<file path="src/rtl/ailn_moment_unit.sv">
// Streaming first/second moment engine: sums x and x^2 over N samples, then divides both by N
// with two bit-serial restoring dividers. Define AILN_MOMENT_VAR_EN to add the registered variance stage.
module ailn_moment_unit #(
  parameter int N      = 8,
  parameter int DATA_W = 9
) (
  input  logic                     i_clk,
  input  logic                     i_rst,
  input  logic                     i_flush,
  input  logic                     i_valid,
  output logic                     o_ready,
  input  logic signed [DATA_W-1:0] i_x,
  output logic                     o_valid,
  input  logic                     i_ready,
  output logic signed [DATA_W-1:0] o_ex,
  output logic [2*DATA_W-2:0]      o_ex2,
  output logic [2*DATA_W-2:0]      o_var
);
  localparam int CNT_W  = $clog2(N);
  localparam int DIV_W  = $clog2(N+1);
  localparam int SQ_W   = 2*DATA_W-1;
  localparam int ACC1_W = DATA_W+CNT_W;
  localparam int ACC2_W = SQ_W+CNT_W;
  localparam int DC_W   = $clog2(ACC2_W+1);
  localparam logic [DIV_W:0] NDIV = (DIV_W+1)'(N);

  typedef enum logic [1:0] {S_ACC, S_DIV, S_VAR, S_OUT} state_t;
  state_t state;

  logic [CNT_W-1:0]         cnt;
  logic signed [ACC1_W-1:0] acc1, acc1_nx;
  logic [ACC2_W-1:0]        acc2, acc2_nx;
  logic signed [2*DATA_W-1:0] sq_full;
  logic [ACC1_W-1:0]        abs1;
  logic [ACC2_W-1:0]        q1, q2;
  logic [DIV_W-1:0]         rem1, rem2, r1_sub, r2_sub;
  logic [DIV_W:0]           r1_sh, r2_sh;
  logic                     ge1, ge2, neg;
  logic [DC_W-1:0]          dcnt;

  assign o_ready = (state == S_ACC);

  // x*x is non-negative, so zero-extending the full product is exact
  assign sq_full = i_x * i_x;
  assign acc1_nx = acc1 + ACC1_W'(i_x);
  assign acc2_nx = acc2 + ACC2_W'($unsigned(sq_full));
  assign abs1    = acc1_nx[ACC1_W-1] ? $unsigned(-acc1_nx) : $unsigned(acc1_nx);

  // One restoring step per cycle: shift in the next dividend bit, subtract N if it fits
  assign r1_sh  = {rem1, q1[ACC2_W-1]};
  assign r2_sh  = {rem2, q2[ACC2_W-1]};
  assign ge1    = (r1_sh >= NDIV);
  assign ge2    = (r2_sh >= NDIV);
  assign r1_sub = DIV_W'(r1_sh - NDIV);
  assign r2_sub = DIV_W'(r2_sh - NDIV);

`ifdef AILN_MOMENT_VAR_EN
  logic signed [2*DATA_W-1:0] ex_sq;
  assign ex_sq = o_ex * o_ex;
`else
  assign o_var = '0;
`endif

  always_ff @(posedge i_clk) begin
    if (i_rst) begin
      state   <= S_ACC;
      cnt     <= '0;
      acc1    <= '0;
      acc2    <= '0;
      q1      <= '0;
      q2      <= '0;
      rem1    <= '0;
      rem2    <= '0;
      neg     <= 1'b0;
      dcnt    <= '0;
      o_valid <= 1'b0;
      o_ex    <= '0;
      o_ex2   <= '0;
`ifdef AILN_MOMENT_VAR_EN
      o_var   <= '0;
`endif
    end else if (i_flush) begin
      state   <= S_ACC;
      cnt     <= '0;
      acc1    <= '0;
      acc2    <= '0;
      dcnt    <= '0;
      o_valid <= 1'b0;
    end else begin
      case (state)
        S_ACC: if (i_valid) begin
          acc1 <= acc1_nx;
          acc2 <= acc2_nx;
          cnt  <= cnt + 1'b1;
          if (cnt == CNT_W'(N-1)) begin
            cnt   <= '0;
            q1    <= ACC2_W'(abs1);
            q2    <= acc2_nx;
            rem1  <= '0;
            rem2  <= '0;
            neg   <= acc1_nx[ACC1_W-1];
            dcnt  <= '0;
            state <= S_DIV;
          end
        end
        S_DIV: if (dcnt == DC_W'(ACC2_W)) begin
          o_ex  <= neg ? DATA_W'(-q1[DATA_W-1:0]) : q1[DATA_W-1:0];
          o_ex2 <= q2[SQ_W-1:0];
`ifdef AILN_MOMENT_VAR_EN
          state <= S_VAR;
`else
          o_valid <= 1'b1;
          state   <= S_OUT;
`endif
        end else begin
          rem1 <= ge1 ? r1_sub : r1_sh[DIV_W-1:0];
          rem2 <= ge2 ? r2_sub : r2_sh[DIV_W-1:0];
          q1   <= {q1[ACC2_W-2:0], ge1};
          q2   <= {q2[ACC2_W-2:0], ge2};
          dcnt <= dcnt + 1'b1;
        end
`ifdef AILN_MOMENT_VAR_EN
        S_VAR: begin
          o_var   <= o_ex2 - SQ_W'($unsigned(ex_sq));
          o_valid <= 1'b1;
          state   <= S_OUT;
        end
`endif
        S_OUT: if (i_ready) begin
          o_valid <= 1'b0;
          cnt     <= '0;
          acc1    <= '0;
          acc2    <= '0;
          state   <= S_ACC;
        end
        default: state <= S_ACC;
      endcase
    end
  end
endmodule

</file>
<file path="config.mk">
export PLATFORM = sky130hd
export DESIGN_NAME = ailn_moment_unit
export DESIGN_NICKNAME = d
export VERILOG_FILES = /design/src/rtl/ailn_moment_unit.sv
export SDC_FILE = /design/constraint.sdc
export NUM_CORES = 1
export LEC_CHECK = 0
export ABC_AREA = 1
export CAP_MARGIN = 0
export CORE_MARGIN = 10
export CORE_UTILIZATION = 50
export DETAILED_ROUTE_END_ITERATION = 6
export GPL_TIMING_DRIVEN = 0
export PLACE_DENSITY = 0.69
export SYNTH_ARGS = -nofsm -noshare
export SYNTH_HDL_FRONTEND = slang
export SYNTH_SLANG_ARGS = --single-unit
</file>
<file path="constraint.sdc">
create_clock -name i_clk -period 9.4 [get_ports i_clk]
set_clock_uncertainty 0.15 [all_clocks]
set_input_delay 1.88 -clock i_clk [delete_from_list [all_inputs] [get_ports i_clk]]
set_output_delay 1.88 -clock i_clk [all_outputs]
set_load 0.05 [all_outputs]
</file>
==> run summary <==
slew margin rel.: 0.592
count leader, synth: nand2_1
core area: 0.0186 mm²
CTS H-tree lvls: 4
sequential cell area fraction in the yosys report: 0.251
Worst path top cell family by delay: adder cells
Final setup viols: 0
final hold vios: 0
cell taking the most area after synthesis: dfxtp_1
hold_sp: rem2[3]
largest net degree at the start of global routing: 17
vias: 8518
TritonCTS clock tree: yes
Worst-path clk slew: 50 ps
WHS Endpoint: rem2[3]
# nets final: 1547
f_max: 114 MHz
worst vdd ir: 0.222 mV
initial drt markers: 589
hold path cells: 2
# DRC: 0
maxcap violations: 0
Post-synth EDFFs: 0
Pre-antenna DRT Iters: 5
Hold Crit Class: flip-flop to flip-flop
final worst-path cycle share: 0.930
CP required: 9520 ps
Slew @ Worst Pin: 609 ps
status: completed
final std cells w/o fill: 1645
PwrDens: 300 mW/mm²
first-pass GRT wire length: 39000 µm
ANT cells: 0
kind of critical path: input port to flip-flop
yosys warns: 0
critical-path maximum fanout: 10
die extent in x: 157 µm
Worst Setup Start Kind: input port
Cell Area, Synth: 0.00941 mm²
ys async rst share: 0
antenna violations before repair: 0
Crit. path cell count: 28
# hold bufs at CTS: 0
Syn Area/Cell: 7.12 µm²
Routed WL: 23100 µm
R2R depth: 15
total gr overflow: 0
Tot GR Track Use: 0.192
cell count after synthesis: 1322
Crit-path slowest cell: clkdlybuf4s50_1
RR Endpoint: q1[10]
Final min period: 8740 ps
vias in the first global route: 8355
Critical R2R Launch: acc1[0]
Skew-Pair Late Insertion Delay: 420 ps
Placed Cells: 1613
synthesized flop and latch total: 118
CP max stage delay: 740 ps
Yosys cell types: 45
RSZ-0062 raised after global routing: false
Synth top area share: 0.251
IO Pins: 59
clk buf depth: 2
Post-synth top flop: dfxtp_1
LEAKAGE: 5.33 nW
Routability Congestion: 0.894
postcts setup bufs: 0
DIE HEIGHT: 157 µm
Crit path top cell by count: fa_1
DR vias/cell: 5.18
R2R Setup Slk: 6800 ps
WL/cell: 14.0 µm
TritonCTS Buffers: 17
Critical Path End Type: flip-flop
WP buf/inv: 5
FP Rows: 50
Commonest cells post-synth: 303 x nand2_1, 181 x inv_1, 140 x a21oi_1, 118 x dfxtp_1, 110 x nor2_1
# port buffers: 41
Fin Setup TNS: 0 ps
CP arrival: 8860 ps
total die area: 0.0247 mm²
count of pins over their slew limit: 0
Root Buffer: clkbuf_16
initial cell density of the core: 0.506
fill cell count: 1766
post_cts resized: 0
CTS sink cnt: 118
layout cells sized above 1: 0.0609
Layout area overhead: 13.9%
post-DP HPWL: 18600 µm
post-route ant nets: 0
Hold WS: 298 ps
ranking of synthesized cells by area: dfxtp_1 25%, fa_1 12%, nand2_1 12%
==> layout by cell type, fill, tap and decap left out, types with 3 or more instances in the layout <==
cell type / netlist / routed
a21oi_2: 3 / 3
o21a_1: 3 / 3
buf_2: 8 / 8
ha_1: 77 / 77
o21ai_0: 67 / 67
nand3b_1: 6 / 6
a211oi_1: 5 / 5
inv_2: 7 / 7
nand2_1: 303 / 303
nand2_2: 8 / 8
nor3_1: 13 / 13
clkbuf_1: 37 / 40
dfxtp_1: 118 / 118
a31oi_1: 4 / 4
nand4_1: 13 / 13
nor2_1: 110 / 110
o21ai_1: 3 / 3
fa_1: 58 / 58
nand3_1: 58 / 58
conb_1: 1 / 17
xnor2_1: 14 / 14
o211ai_1: 4 / 4
a21o_1: 5 / 5
clkbuf_16: 0 / 17
inv_1: 181 / 181
a21oi_1: 140 / 140
clkdlybuf4s50_1: 0 / 41
nor2_2: 6 / 6
xor2_1: 26 / 26
buf_4: 17 / 17
o21bai_1: 6 / 6
clkinv_2: 0 / 7
==> metrics by stage <==
step,util,cell area [µm²],power [mW],setup WS (ps)
after floorplan,-,9470,2.13,1840
after global placement,0.547,10200,2.58,299
after detailed placement,0.547,10200,2.59,224
after CTS,0.577,10700,3.22,654
after global routing,0.577,10700,3.54,143
final,0.577,10700,3.21,661
==> final cells by class <==
class | instances | area (µm²) | area share
multi-input combinational | 964 | 6060 | 0.565
clock inverter | 10 | 80.1 | 0.00747
tap | 234 | 293 | 0.0273
inverter | 190 | 713 | 0.0666
timing repair buffer | 41 | 410 | 0.0383
buffer | 66 | 337 | 0.0314
clock buffer | 22 | 464 | 0.0433
sequential | 118 | 2360 | 0.220
==> worst reg2reg max path, delay by kind of cell, from the launching register on <==
kind	cells	cell delay [ps]
buf+inv	2	170
fa+ha+maj	3	870
simple gates	9	900
flops	1	330
compound gates	1	50
==> layer usage <==
layer	track usage	part of all wire
met3	0.0366	0.051
met4	0.0503	0.018
met2	0.333	0.48
met5	0	0
met1	0.240	0.45
==> state kept, by name, indices dropped and copies added, names as in the netlist, 2 cells and up <==
signal / flops
o_ex: 9
rem1: 4
acc1: 12
o_ex2: 17
q1: 20
rem2: 4
cnt: 3
q2: 20
acc2: 20
dcnt: 5
state: 2
==> power breakdown <==
part	switching, mW	total [mW]	internal [mW]
Clock	0.229	0.603	0.373
Combinational	1.33	2.08	0.757
Sequential	0.00980	0.527	0.517
==> how the worst max path moves through the flow <==
| stage | from | endpoint | slack [ps] |
|---|---|---|---|
| after floorplan | i_x[8] | q2[19] | 1840 |
| after global placement | i_x[8] | q2[19] | 300 |
| after detailed placement | i_x[8] | q2[19] | 220 |
| after CTS | i_x[8] | q2[19] | 650 |
| after global routing | i_x[8] | q2[19] | 140 |
| final | i_x[8] | q2[19] | 660 |
==> cells by family after synthesis <==
kind of cell	count (synthesis)	share of synthesized area
other cells	1	0.000399
flops	118	0.251
buf+inv	256	0.112
simple gates	525	0.232
xor+xnor	40	0.0372
compound gates	247	0.142
fa+ha+maj	135	0.226
(Power assumes the default switching activity.)
